### src/rtl/axi_rd_arbiter_pkg.sv
// Shared types and AXI constants for the two-port AXI read arbiter.
// FSM encodings and fixed single-beat AR attributes live here.
package axi_rd_arbiter_pkg;

    typedef enum logic [1:0] {
        S_IDLE = 2'b00,
        S_AR   = 2'b01,
        S_R    = 2'b11
    } state_t;

    localparam logic [7:0] AXI_ARLEN   = 8'd0;
    localparam logic [2:0] AXI_ARSIZE  = 3'b010;
    localparam logic [1:0] AXI_INCR    = 2'b01;

    localparam logic [1:0] RESP_OKAY   = 2'b00;
    localparam logic [1:0] RESP_SLVERR = 2'b10;
    localparam logic [1:0] RESP_DECERR = 2'b11;

endpackage

### src/rtl/rr_arb2.sv
// Combinational two-way round-robin select.
// On a tie the port that was not served last wins.
module rr_arb2 (
    input  logic req0,
    input  logic req1,
    input  logic last,
    output logic sel_valid,
    output logic sel_idx
);

    always_comb begin
        sel_valid = req0 | req1;
        sel_idx   = (req0 & req1) ? ~last : req1;
    end

endmodule

### src/rtl/axi_rd_arbiter.sv
// Shares one AXI4 read channel between fetch (port 0) and load (port 1).
// One single-beat transaction in flight, round-robin between requesters.
module axi_rd_arbiter
    import axi_rd_arbiter_pkg::*;
#(
    parameter int ADDR_WIDTH = 32,
    parameter int DATA_WIDTH = 32,
    parameter int ID_WIDTH   = 1
) (
    input  logic                  CLK,
    input  logic                  RST,
    input  logic                  R0_REQ,
    input  logic [ADDR_WIDTH-1:0] R0_ADDR,
    output logic                  R0_GNT,
    output logic                  R0_VALID,
    output logic [DATA_WIDTH-1:0] R0_DATA,
    output logic [1:0]            R0_RESP,
    input  logic                  R1_REQ,
    input  logic [ADDR_WIDTH-1:0] R1_ADDR,
    output logic                  R1_GNT,
    output logic                  R1_VALID,
    output logic [DATA_WIDTH-1:0] R1_DATA,
    output logic [1:0]            R1_RESP,
    output logic [ID_WIDTH-1:0]   M_AXI_ARID,
    output logic [ADDR_WIDTH-1:0] M_AXI_ARADDR,
    output logic [7:0]            M_AXI_ARLEN,
    output logic [2:0]            M_AXI_ARSIZE,
    output logic [1:0]            M_AXI_ARBURST,
    output logic                  M_AXI_ARVALID,
    input  logic                  M_AXI_ARREADY,
    input  logic [DATA_WIDTH-1:0] M_AXI_RDATA,
    input  logic [1:0]            M_AXI_RRESP,
    input  logic                  M_AXI_RLAST,
    input  logic                  M_AXI_RVALID,
    output logic                  M_AXI_RREADY,
    output logic                  ERR_RLAST
);

    state_t                state_q, state_d;
    logic                  last_q, last_d;
    logic                  owner_q, owner_d;
    logic [ADDR_WIDTH-1:0] araddr_q, araddr_d;
    logic [ID_WIDTH-1:0]   arid_q, arid_d;
    logic                  arvalid_q, arvalid_d;
    logic                  rready_q, rready_d;
    logic                  gnt0_q, gnt0_d;
    logic                  gnt1_q, gnt1_d;
    logic                  val0_q, val0_d;
    logic                  val1_q, val1_d;
    logic [DATA_WIDTH-1:0] data0_q, data0_d;
    logic [DATA_WIDTH-1:0] data1_q, data1_d;
    logic [1:0]            resp0_q, resp0_d;
    logic [1:0]            resp1_q, resp1_d;
    logic                  err_q, err_d;

    logic                  sel_valid;
    logic                  sel_idx;

    rr_arb2 u_rr (
        .req0      (R0_REQ),
        .req1      (R1_REQ),
        .last      (last_q),
        .sel_valid (sel_valid),
        .sel_idx   (sel_idx)
    );

    always_comb begin
        state_d   = state_q;
        last_d    = last_q;
        owner_d   = owner_q;
        araddr_d  = araddr_q;
        arid_d    = arid_q;
        arvalid_d = arvalid_q;
        rready_d  = rready_q;
        gnt0_d    = 1'b0;
        gnt1_d    = 1'b0;
        val0_d    = 1'b0;
        val1_d    = 1'b0;
        data0_d   = data0_q;
        data1_d   = data1_q;
        resp0_d   = resp0_q;
        resp1_d   = resp1_q;
        err_d     = err_q;
        unique case (state_q)
            S_IDLE: begin
                if (sel_valid) begin
                    owner_d   = sel_idx;
                    araddr_d  = sel_idx ? R1_ADDR : R0_ADDR;
                    arid_d    = '0;
                    arid_d[0] = sel_idx;
                    gnt0_d    = ~sel_idx;
                    gnt1_d    = sel_idx;
                    arvalid_d = 1'b1;
                    state_d   = S_AR;
                end
            end
            S_AR: begin
                if (M_AXI_ARREADY) begin
                    arvalid_d = 1'b0;
                    rready_d  = 1'b1;
                    state_d   = S_R;
                end
            end
            S_R: begin
                if (M_AXI_RVALID) begin
                    if (owner_q) begin
                        data1_d = M_AXI_RDATA;
                        resp1_d = M_AXI_RRESP;
                        val1_d  = 1'b1;
                    end else begin
                        data0_d = M_AXI_RDATA;
                        resp0_d = M_AXI_RRESP;
                        val0_d  = 1'b1;
                    end
                    // Single-beat reads only; a missing RLAST is a fabric bug.
                    err_d    = err_q | ~M_AXI_RLAST;
                    rready_d = 1'b0;
                    last_d   = owner_q;
                    state_d  = S_IDLE;
                end
            end
            default: begin
                state_d = S_IDLE;
            end
        endcase
    end

    always_ff @(posedge CLK) begin
        if (RST) begin
            state_q   <= S_IDLE;
            last_q    <= 1'b1;
            owner_q   <= 1'b0;
            araddr_q  <= '0;
            arid_q    <= '0;
            arvalid_q <= 1'b0;
            rready_q  <= 1'b0;
            gnt0_q    <= 1'b0;
            gnt1_q    <= 1'b0;
            val0_q    <= 1'b0;
            val1_q    <= 1'b0;
            data0_q   <= '0;
            data1_q   <= '0;
            resp0_q   <= 2'b00;
            resp1_q   <= 2'b00;
            err_q     <= 1'b0;
        end else begin
            state_q   <= state_d;
            last_q    <= last_d;
            owner_q   <= owner_d;
            araddr_q  <= araddr_d;
            arid_q    <= arid_d;
            arvalid_q <= arvalid_d;
            rready_q  <= rready_d;
            gnt0_q    <= gnt0_d;
            gnt1_q    <= gnt1_d;
            val0_q    <= val0_d;
            val1_q    <= val1_d;
            data0_q   <= data0_d;
            data1_q   <= data1_d;
            resp0_q   <= resp0_d;
            resp1_q   <= resp1_d;
            err_q     <= err_d;
        end
    end

    assign R0_GNT        = gnt0_q;
    assign R1_GNT        = gnt1_q;
    assign R0_VALID      = val0_q;
    assign R1_VALID      = val1_q;
    assign R0_DATA       = data0_q;
    assign R1_DATA       = data1_q;
    assign R0_RESP       = resp0_q;
    assign R1_RESP       = resp1_q;
    assign M_AXI_ARID    = arid_q;
    assign M_AXI_ARADDR  = araddr_q;
    assign M_AXI_ARLEN   = AXI_ARLEN;
    assign M_AXI_ARSIZE  = AXI_ARSIZE;
    assign M_AXI_ARBURST = AXI_INCR;
    assign M_AXI_ARVALID = arvalid_q;
    assign M_AXI_RREADY  = rready_q;
    assign ERR_RLAST     = err_q;

endmodule

### config.mk
export PLATFORM = sky130hd
export DESIGN_NAME = axi_rd_arbiter
export DESIGN_NICKNAME = d
export VERILOG_FILES = /design/src/rtl/axi_rd_arbiter_pkg.sv /design/src/rtl/rr_arb2.sv /design/src/rtl/axi_rd_arbiter.sv
export SDC_FILE = /design/constraint.sdc
export NUM_CORES = 1
export LEC_CHECK = 0
export BUFFER_PORTS_ARGS = -buffer_cell sky130_fd_sc_hd__buf_2
export CAP_MARGIN = 10
export CELL_PAD_IN_SITES_DETAIL_PLACEMENT = 1
export CELL_PAD_IN_SITES_GLOBAL_PLACEMENT = 1
export CORE_MARGIN = 8
export CORE_UTILIZATION = 33
export CTS_CLUSTER_SIZE = 25
export DETAILED_ROUTE_END_ITERATION = 10
export PLACE_DENSITY = 0.84
export SLEW_MARGIN = 20
export SYNTH_ARGS = -nofsm -noshare
export SYNTH_HDL_FRONTEND = slang
export SYNTH_HIERARCHICAL = 1
export SYNTH_SLANG_ARGS = --single-unit
### constraint.sdc
create_clock -name CLK -period 1.6 [get_ports CLK]
set_input_delay 0.32 -clock CLK [delete_from_list [all_inputs] [get_ports CLK]]
set_output_delay 0.32 -clock CLK [all_outputs]
set_load 0.1 [all_outputs]
==> results.py <==
metrics = {
    "yosys": {
        "synth.distinct_cells": 30,
        "synth_fa_ha_area_frac": 0,
        "yosys-top-cells-area": "dfxtp_1 (50%), a21oi_2 (12%), nand2_1 (12%), mux2i_1 (7.2%), o2bb2ai_1 (6.3%)",
        "synth_edf_count": 0,
        "synth-xor-area-share": 0,
        "synth_warnings": 6,
        "synth-seq-cells": 111,
        "avgSynthCellArea_um2": 9.559,
        "synth-seq-area-share": 0.4989,
        "synth_compound_area_frac": 0.2051,
        "synth_top_family_by_area": "compound AO/OA/AOI/OAI gates",
        "synth_cells": 466,
        "synth_top_area_cell": "dfxtp_1",
        "synth_ff_type": "dfxtp_1",
        "netlist_area_um2": 4454,
        "postSynth.asyncResetShare": 0,
        "netlist.area_leader.share": 0.4989,
        "synth-simple-area-share": 0.1444,
        "synthMuxAreaShare": 0.07444,
    },
    "floorplanning": {
        "ioPinCount": 226,
        "chipHeight_um": 132.2,
        "die-area_um2": 17470,
        "floorplan.initialDensity": 0.3377,
        "coreArea_um2": 13190,
        "dieWidth_um": 132.2,
        "placementRows": 42,
    },
    "drt": {
        "wl_per_cell_um": 17.97,
        "vias_per_cell": 4.751,
        "vias": 4024,
        "ant_nets": 0,
        "drt_iter0_markers": 265,
        "drt_pass1_iterations": 4,
        "drcViolationCount": 0,
        "routed_wl_um": 15220,
    },
    "power_and_ir_drop": {
        "power_uw": 6754,
        "p_leak_uw": 0.002609,
        "pwr_density_cell_nw_per_um2": 1121,
        "ir_worst_vdd_mv": 0.4650,
    },
    "global_routing": {
        "busiest_layer": "met2",
        "grt_first_pass_wirelength_um": 24480,
        "first_global_vias": 4484,
        "grt_max_degree": 35,
        "grt_use_met3": 0.06479,
        "antenna_found_initial": 0,
        "overflow": 0,
        "use_met1": 0.1860,
        "grt_util_met2": 0.2988,
        "grt_util_all_layers": 0.1725,
    },
    "critical_path": {
        "required_ns": 1.28,
        "crit_slowest_cell": "buf_2",
        "cp_num_buf_inv": 1,
        "slowest_delay_ns": 0.47,
        "crit_path_start_kind": "flop",
        "endpoint_kind": "output pin",
        "worstSetupPathType": "flop to output pin",
        "path_cells": "buf_2",
        "crit_fanout": 6,
        "cp.arrival_ns": 1.22,
        "path_delay_family": "buffers and inverters",
        "reg2reg_slack_ns": 0.18,
    },
    "final_layout": {
        "diodes": 0,
        "final_nets": 771,
        "syn_to_final_growth_pct": 35.20,
        "fin_util": 0.4566,
        "final_cell_mix": "buf_2 (211), nand2_1 (138), dfxtp_1 (110), a21oi_2 (60)",
        "drive_gt1_frac": 0.4620,
        "nFillCells": 1586,
        "layout_commonest_cell": "buf_2",
    },
    "clocking": {
        "cts_tree": "built",
        "cts.sinks": 111,
        "cts_buffers": 9,
        "htree_levels": 3,
        "cts_root_buf": "clkbuf_16",
        "clkLatencyLatePin_ns": 0.34,
        "post_cts_buffers": 0,
        "cts-resized-gates": 0,
        "cts_hold_buf": 0,
        "clk_pin_slew_ns": 0.07,
        "cts_buffer_depth": 2,
    },
    "run_status": {
        "status": "completed",
    },
    "timing": {
        "fin_skew_ns": 0.003917,
        "setup_viol": 0,
        "period_needed_ns": 1.544,
        "fmax_mhz": 647.5,
        "drv_slew": 0,
        "hold_viol": 0,
        "fin_hold_ws_ns": 0.2264,
        "worst_pin_slew_ns": 0.5217,
        "rsz0062_at_grt": "no",
        "min_period_over_period": 0.9653,
        "slew_headroom": 0.6546,
        "tns_ns": 0,
    },
    "job": {
        "drv_cap": 0,
    },
    "hold_path": {
        "hp-class": "input port to flop",
    },
    "place": {
        "io_buffers": 212,
        "gp_congestion": 0.7745,
        "hpwl_um": 11590,
    },
}
-- metal layers --
metal / vias to the layer above / wire, µm
met5: - / 0
met4: 0 / 353
met3: 21 / 1224
met2: 156 / 7470
met1: 1905 / 6175
li1: 1942 / -
-- Yosys cell counts (2+ instances only) --
cell type,count
conb_1,2
nor2_1,9
a21oi_2,60
nand2_1,138
clkbuf_1,7
buf_2,20
dfxtp_1,111
a21oi_1,11
mux2i_1,32
buf_6,7
o2bb2ai_1,32
buf_4,16
inv_1,3
nand2b_1,2
-- layout make-up --
| type | instances | area (µm²) | share of cell area |
|---|---|---|---|
| sequential | 111 | 2223 | 0.3692 |
| multi-input combinational | 313 | 1951 | 0.3239 |
| timing repair buffer | 228 | 1284 | 0.2132 |
| clock buffer | 12 | 256.5 | 0.04259 |
| tap | 176 | 220.2 | 0.03657 |
| clock inverter | 4 | 76.32 | 0.01267 |
| inverter | 3 | 11.26 | 0.001870 |
-- stage by stage --
step                      std cells  setup slack [ns]  cell area [µm²]
after floorplan                 477            0.1309             4497
after global placement          831            0.1588             5689
after detailed placement        831            0.1437             5689
after CTS                       847           0.03453             6022
after global routing            847           0.01293             6022
final                           847           0.05551             6022
-- registers in the layout, indices dropped and copies added, names as in the netlist --
| signal | cells |
|---|---|
| M_AXI_ARID | 1 |
| R1_RESP | 2 |
| R0_RESP | 2 |
| M_AXI_RREADY | 1 |
| M_AXI_ARADDR | 32 |
| R0_DATA | 32 |
| R1_DATA | 32 |
| last_q | 1 |
| ERR_RLAST | 1 |
| R0_GNT | 1 |
| state_q | 2 |
| R1_VALID | 1 |
| M_AXI_ARVALID | 1 |
| R1_GNT | 1 |
| R0_VALID | 1 |
-- cell families (layout without fill, tap and decap cells) --
group | after synthesis | count (layout)
simple gates | 157 | 157
buf+inv | 53 | 247
compound gates | 110 | 110
other cells | 2 | 13
flops | 111 | 111
mux | 33 | 33
-- final timing paths --
path / end / cells after the start / startpoint
worst max-delay path: M_AXI_ARID / 1 / M_AXI_ARID
worst min-delay path: R1_DATA[16] / 3 / M_AXI_RDATA[16]
worst max register to register: R1_DATA[3] / 4 / state_q[0]
worst min register to register: R1_DATA[0] / 2 / R1_DATA[0]
-- power by group --
group | switching, µW | internal (µW) | total, µW | leakage, µW
clock network | 1010 | 1470 | 2480 | 0.000159
registers | 60.7 | 2850 | 2910 | 0.000902
logic | 1070 | 295 | 1360 | 0.00155
No activity file was read; power rests on OpenSTA's default activity.
